## src/rtl/mult_reg_unit_if.sv

```systemverilog
// Strobe/operand bundle between the multiplier control FSM (master) and the datapath (slave).
// MULT_SHIFT_CNT_EN adds the ShiftCnt debug count to the bundle.
interface mult_reg_unit_if #(
    parameter int WIDTH = 8
);
    logic             Clr_Ld;
    logic             clearA;
    logic             Add;
    logic             Sub;
    logic             Shift;
    logic [WIDTH-1:0] S;
    logic [WIDTH-1:0] Aval;
    logic [WIDTH-1:0] Bval;
    logic             X;
    logic             M;
`ifdef MULT_SHIFT_CNT_EN
    logic [$clog2(WIDTH+1)-1:0] ShiftCnt;

    modport master (
        output Clr_Ld, clearA, Add, Sub, Shift, S,
        input  Aval, Bval, X, M, ShiftCnt
    );
    modport slave (
        input  Clr_Ld, clearA, Add, Sub, Shift, S,
        output Aval, Bval, X, M, ShiftCnt
    );
`else
    modport master (
        output Clr_Ld, clearA, Add, Sub, Shift, S,
        input  Aval, Bval, X, M
    );
    modport slave (
        input  Clr_Ld, clearA, Add, Sub, Shift, S,
        output Aval, Bval, X, M
    );
`endif
endinterface

```

## src/rtl/mult_reg_unit.sv

```systemverilog
// Datapath of the signed add-shift multiplier: sign bit X, accumulator A, multiplier B.
// Optional feature MULT_SHIFT_CNT_EN: saturating count of accepted shifts on ShiftCnt.
module mult_reg_unit #(
    parameter int WIDTH = 8
) (
    input  logic          Clk,
    input  logic          Reset,
    mult_reg_unit_if.slave bus
);
    localparam logic signed [WIDTH:0] L_ONE = (WIDTH+1)'(1);

    logic             r_x;
    logic [WIDTH-1:0] r_a;
    logic [WIDTH-1:0] r_b;

    logic signed [WIDTH:0] w_a_ext;
    logic signed [WIDTH:0] w_s_ext;
    logic signed [WIDTH:0] w_sum;
    logic signed [WIDTH:0] w_dif;
    logic                  w_arith;
    logic                  w_shift_acc;

    // Both operands are sign-extended to WIDTH+1 bits so X is always the true sign.
    assign w_a_ext = signed'({r_a[WIDTH-1], r_a});
    assign w_s_ext = signed'({bus.S[WIDTH-1], bus.S});
    assign w_sum   = w_a_ext + w_s_ext;
    assign w_dif   = w_a_ext + ~w_s_ext + L_ONE;

    // Add and Sub together is illegal: it still blocks a shift in that cycle, but writes nothing.
    assign w_arith     = bus.Add | bus.Sub;
    assign w_shift_acc = bus.Shift & ~w_arith & ~bus.clearA & ~bus.Clr_Ld;

    always_ff @(posedge Clk) begin
        if (Reset) begin
            r_x <= 1'b0;
            r_a <= '0;
            r_b <= '0;
        end else if (bus.Clr_Ld) begin
            r_x <= 1'b0;
            r_a <= '0;
            r_b <= bus.S;
        end else if (bus.clearA) begin
            r_x <= 1'b0;
            r_a <= '0;
        end else if (w_arith) begin
            if (bus.Add && !bus.Sub) begin
                {r_x, r_a} <= w_sum;
            end else if (bus.Sub && !bus.Add) begin
                {r_x, r_a} <= w_dif;
            end
        end else if (bus.Shift) begin
            r_a <= {r_x, r_a[WIDTH-1:1]};
            r_b <= {r_a[0], r_b[WIDTH-1:1]};
        end
    end

    assign bus.Aval = r_a;
    assign bus.Bval = r_b;
    assign bus.X    = r_x;
    assign bus.M    = r_b[0];

`ifdef MULT_SHIFT_CNT_EN
    localparam int CW = $clog2(WIDTH+1);

    logic [CW-1:0] r_cnt;

    function automatic logic [CW-1:0] sat_inc(input logic [CW-1:0] c);
        return (c == CW'(WIDTH)) ? c : c + CW'(1);
    endfunction

    always_ff @(posedge Clk) begin
        if (Reset || bus.Clr_Ld || bus.clearA) begin
            r_cnt <= '0;
        end else if (w_shift_acc) begin
            r_cnt <= sat_inc(r_cnt);
        end
    end

    assign bus.ShiftCnt = r_cnt;
`else
    logic w_unused;
    assign w_unused = w_shift_acc;
`endif
endmodule

```

## src/flat_wrapper.sv

```systemverilog
// flat-port wrapper written by rule: the top's interface ports become plain ports
module mult_reg_unit_flat 
#(
    parameter int WIDTH = 8
)
  (Clk, Reset, bus_Clr_Ld, bus_clearA, bus_Add, bus_Sub, bus_Shift, bus_S, bus_Aval, bus_Bval, bus_X, bus_M);
  mult_reg_unit_if #(.WIDTH(WIDTH)) bus_i ();
  input  logic Clk;
  input  logic Reset;
  input wire logic [$bits(bus_i.Clr_Ld)-1:0] bus_Clr_Ld;
  input wire logic [$bits(bus_i.clearA)-1:0] bus_clearA;
  input wire logic [$bits(bus_i.Add)-1:0] bus_Add;
  input wire logic [$bits(bus_i.Sub)-1:0] bus_Sub;
  input wire logic [$bits(bus_i.Shift)-1:0] bus_Shift;
  input wire logic [$bits(bus_i.S)-1:0] bus_S;
  output wire logic [$bits(bus_i.Aval)-1:0] bus_Aval;
  output wire logic [$bits(bus_i.Bval)-1:0] bus_Bval;
  output wire logic [$bits(bus_i.X)-1:0] bus_X;
  output wire logic [$bits(bus_i.M)-1:0] bus_M;
  assign bus_i.Clr_Ld = bus_Clr_Ld;
  assign bus_i.clearA = bus_clearA;
  assign bus_i.Add = bus_Add;
  assign bus_i.Sub = bus_Sub;
  assign bus_i.Shift = bus_Shift;
  assign bus_i.S = bus_S;
  assign bus_Aval = bus_i.Aval;
  assign bus_Bval = bus_i.Bval;
  assign bus_X = bus_i.X;
  assign bus_M = bus_i.M;
  mult_reg_unit #(.WIDTH(WIDTH)) u_core (.Clk(Clk), .Reset(Reset), .bus(bus_i));
endmodule
```

## config.mk

```make
export PLATFORM = sky130hd
export DESIGN_NAME = mult_reg_unit_flat
export DESIGN_NICKNAME = d
export VERILOG_FILES = /design/src/rtl/mult_reg_unit_if.sv /design/src/rtl/mult_reg_unit.sv /design/src/flat_wrapper.sv
export SDC_FILE = /design/constraint.sdc
export NUM_CORES = 1
export LEC_CHECK = 0
export ABC_AREA = 1
export BUFFER_PORTS_ARGS = -buffer_cell sky130_fd_sc_hd__buf_2
export CAP_MARGIN = 20
export CORE_MARGIN = 2
export CORE_UTILIZATION = 60
export CTS_CLUSTER_DIAMETER = 40
export CTS_CLUSTER_SIZE = 28
export DETAILED_ROUTE_END_ITERATION = 12
export GPL_TIMING_DRIVEN = 0
export PLACE_DENSITY = 0.95
export SETUP_SLACK_MARGIN = 0.2
export SLEW_MARGIN = 20
export SYNTH_ARGS = -nofsm -noshare
export SYNTH_HDL_FRONTEND = slang
export SYNTH_SLANG_ARGS = --single-unit
```

## constraint.sdc

```tcl
create_clock -name Clk -period 2.5 [get_ports Clk]
set_input_delay 0.125 -clock Clk [delete_from_list [all_inputs] [get_ports Clk]]
set_output_delay 0.125 -clock Clk [all_outputs]
set_load 0.1 [all_outputs]
```

==> flow_summary.json <==
{
  "skew_ns": 0.00199,
  "fin_tns_setup_ns": 0,
  "synth_ff_type": "dfxtp_1",
  "core_sq_mm": 0.00269,
  "die_height_um": 56.7,
  "first_iter_violations": 43,
  "cts_buffers": 3,
  "antennaDiodeCount": 0,
  "post-place-cells": 310,
  "gp_congestion": 0.919,
  "grtUsageTotal_pct": 25.8,
  "path_class": "flop to flop",
  "path_clk_slew_ns": 0.10,
  "die_area_sq_mm": 0.00322,
  "finalCritPeriodShare_pct": 74.7,
  "hp-class": "input pin to flop",
  "antenna_found_initial": 0,
  "postCtsSetupBuffers": 0,
  "grt_pass1_wl_mm": 6.67,
  "grt_pass1_vias": 1635,
  "clock_latency_ns": 0.30,
  "io_buffers": 30,
  "min_period_ns": 1.87,
  "worst_ep_required_time_ns": 2.76,
  "dp_hpwl_mm": 3.13,
  "fmax_ghz": 0.535,
  "hold_ws_ns": 0.133,
  "final_net_count": 319,
  "syn-cell-area_sq_mm": 0.00167,
  "cp_common_cell": "nand2_1",
  "grt_setup_unrepaired": "no",
  "hold_violations": 0,
  "clock-root-buffer": "clkbuf_4",
  "grt_overflow": 0,
  "start_kind": "flop",
  "leakage_nw": 1.04,
  "dr.pass1.iters": 4,
  "crit_path_end_kind": "flop",
  "dp_slack_ns": 0.683,
  "setup_viol": 0,
  "ys_ff_latch": 17,
  "post_synth.cell_area_avg_sq_um": 6.70,
  "cts-htree-levels": 1,
  "cts.sinks": 17,
  "clk_path_buf_depth": 2,
  "critical_path.cell_chain": "inv_1 -> ha_1 -> inv_1 -> fa_1 -> nand2_1 -> nand3_1 -> nand3_1 -> nand2_2 -> nand2_1 -> nand3_1 -> nand2_1 -> nand2_1 -> nand3_1 -> nand2_1 -> inv_1",
  "post_drt_wl_per_cell_um": 12.5,
  "placed_area_sq_mm": 0.00186,
  "cp_max_fo": 4,
  "instances_no_fill": 314,
  "async_reset_ff_share_pct": 0,
  "drc": 0,
  "placementRows": 19,
  "cts_hold_buf": 0,
  "max-cap-violations": 0,
  "ir_drop_v": 0.000497,
  "cts-resized-gates": 0,
  "grt_start_max_net_pins": 11,
  "start_util_pct": 62.1,
  "slowest_delay_ns": 0.39,
  "cts_tree": "built",
  "status": "finished clean",
  "vias_per_cell": 5.35,
  "chipWidth_um": 56.7,
  "syn-instance-count": 249,
  "ios": 33,
  "wl_mm": 3.93,
  "finish.instance_area_sq_mm": 0.00189,
  "p_per_area_mw_per_mm2": 420,
  "area_growth_pct": 13.1,
  "ant_nets": 0,
  "drive_gt1_share_pct": 22.3,
  "slew_headroom_pct": 66.5,
  "worstMarginPinSlew_ns": 0.502,
  "critPathArrivalTime_ns": 2.12,
  "seq_area_frac_synth_pct": 20.4,
  "syn_nets": 284,
  "layout_setup_ws_ns": 0.632,
  "slowest_stage": "fa_1",
  "slew_violations": 0,
  "yosys_warnings": 0,
  "synth_edf_count": 0,
  "synth_cell_types": 35,
  "vias": 1681
}
[synthesized netlist by cell type, drive strengths merged, types with 2 or more instances]
library cell | number | area share (%)
a211oi | 3 | 1.7
a21oi | 21 | 7.9
buf | 6 | 3.1
dfxtp | 17 | 20
fa | 2 | 2.4
ha | 18 | 14
inv | 41 | 9.4
nand2 | 64 | 15
nand3 | 17 | 5.1
nand3b | 3 | 1.4
nand4 | 3 | 1.1
nor2 | 25 | 7.1
o211ai | 6 | 3.6
o21ai | 15 | 4.5
[power breakdown]
| part | switching [mW] | internal [mW] | leakage, nW |
|---|---|---|---|
| clock network | 0.0933 | 0.0597 | 0.0177 |
| logic | 0.251 | 0.0915 | 0.880 |
| registers | 0.0124 | 0.285 | 0.140 |
| total | 0.357 | 0.436 | 1.04 |
[layout make-up]
type / count / area, sq um
plain buffers: 7 / 55.1
repair buffers: 30 / 150
multi-input cells: 184 / 1120
flip-flops and latches: 17 / 343
inverters: 41 / 156
clock inverters: 1 / 5.00
fillers: 215 / 800
well taps: 31 / 38.8
clock buffers: 3 / 22.5
[state kept, by name (all words and copies together), names as in the netlist]
name / flops
u_core.bus.Aval: 8
u_core.bus.X: 1
u_core.bus.Bval: 8
[layout by cell type, fill, tap and decap left out]
cell,count
nand2_1,61
inv_1,34
buf_2,32
nor2_1,23
a21oi_1,18
ha_1,18
nand3_1,17
dfxtp_1,15
o21ai_1,9
inv_2,6
o21ai_0,6
buf_6,3
o211ai_1,3
nand4_1,3
o211ai_2,3
nand3b_1,3
clkbuf_4,3
a21oi_4,2
nand2_2,2
a211oi_1,2
fa_1,2
dfxtp_2,2
nor2_4,1
xor2_1,1
o22ai_1,1
nand2_4,1
inv_4,1
nor2_8,1
clkbuf_1,1
nor3_4,1
a31oi_1,1
a211oi_2,1
a21oi_2,1
o21a_2,1
and2_1,1
o21bai_1,1
buf_4,1
clkinv_2,1
[stage by stage]
step / power, mW / utilization [%]
global placement: 0.633 / 69.2
global route: 0.831 / 70.2
CTS: 0.789 / 70.2
floorplan: 0.575 / -
finish: 0.793 / 70.2
detailed placement: 0.641 / 69.2
[cell families (layout without fill, tap and decap cells)]
group | Yosys count | after routing | share of synthesized area [%]
AOI/OAI and AO/OA | 49 | 49 | 19.4
and+or+nand+nor | 114 | 114 | 31.1
adders and majority gates | 20 | 20 | 15.9
buffers and inverters | 48 | 82 | 12.7
xor gates and xnor gates | 1 | 1 | 0.525
DFF | 17 | 17 | 20.4
[per-layer routing]
| metal | global-route usage, % | routed length, um |
|---|---|---|
| met1 | 30.6 | 1780 |
| met2 | 46.3 | 1980 |
| met3 | 1.84 | 111 |
| met4 | 12.2 | 68 |
| met5 | 0 | 0 |
[worst paths after layout]
| check | slack [ns] | startpoint | endpoint | depth (start not counted) |
|---|---|---|---|---|
| max reg2reg | 0.63 | u_core.bus.Aval[0]$_SDFFE_PP0P_ | u_core.bus.X$_SDFFE_PP0P_ | 15 |
| min reg2reg | 0.51 | u_core.bus.Bval[7]$_SDFFE_PP0P_ | u_core.bus.Bval[7]$_SDFFE_PP0P_ | 2 |
| min | 0.13 | bus_S[0] | u_core.bus.Bval[0]$_SDFFE_PP0P_ | 3 |
| max | 0.63 | u_core.bus.Aval[0]$_SDFFE_PP0P_ | u_core.bus.X$_SDFFE_PP0P_ | 15 |
[worst max-delay path: cells and delay by family, from the launching register on]
kind,cells,cell delay [ns]
fa+ha+maj,2,0.54
flops,1,0.35
simple gates,10,0.71
buf+inv,3,0.22
Note: power is estimated with default switching activity, not from simulation.
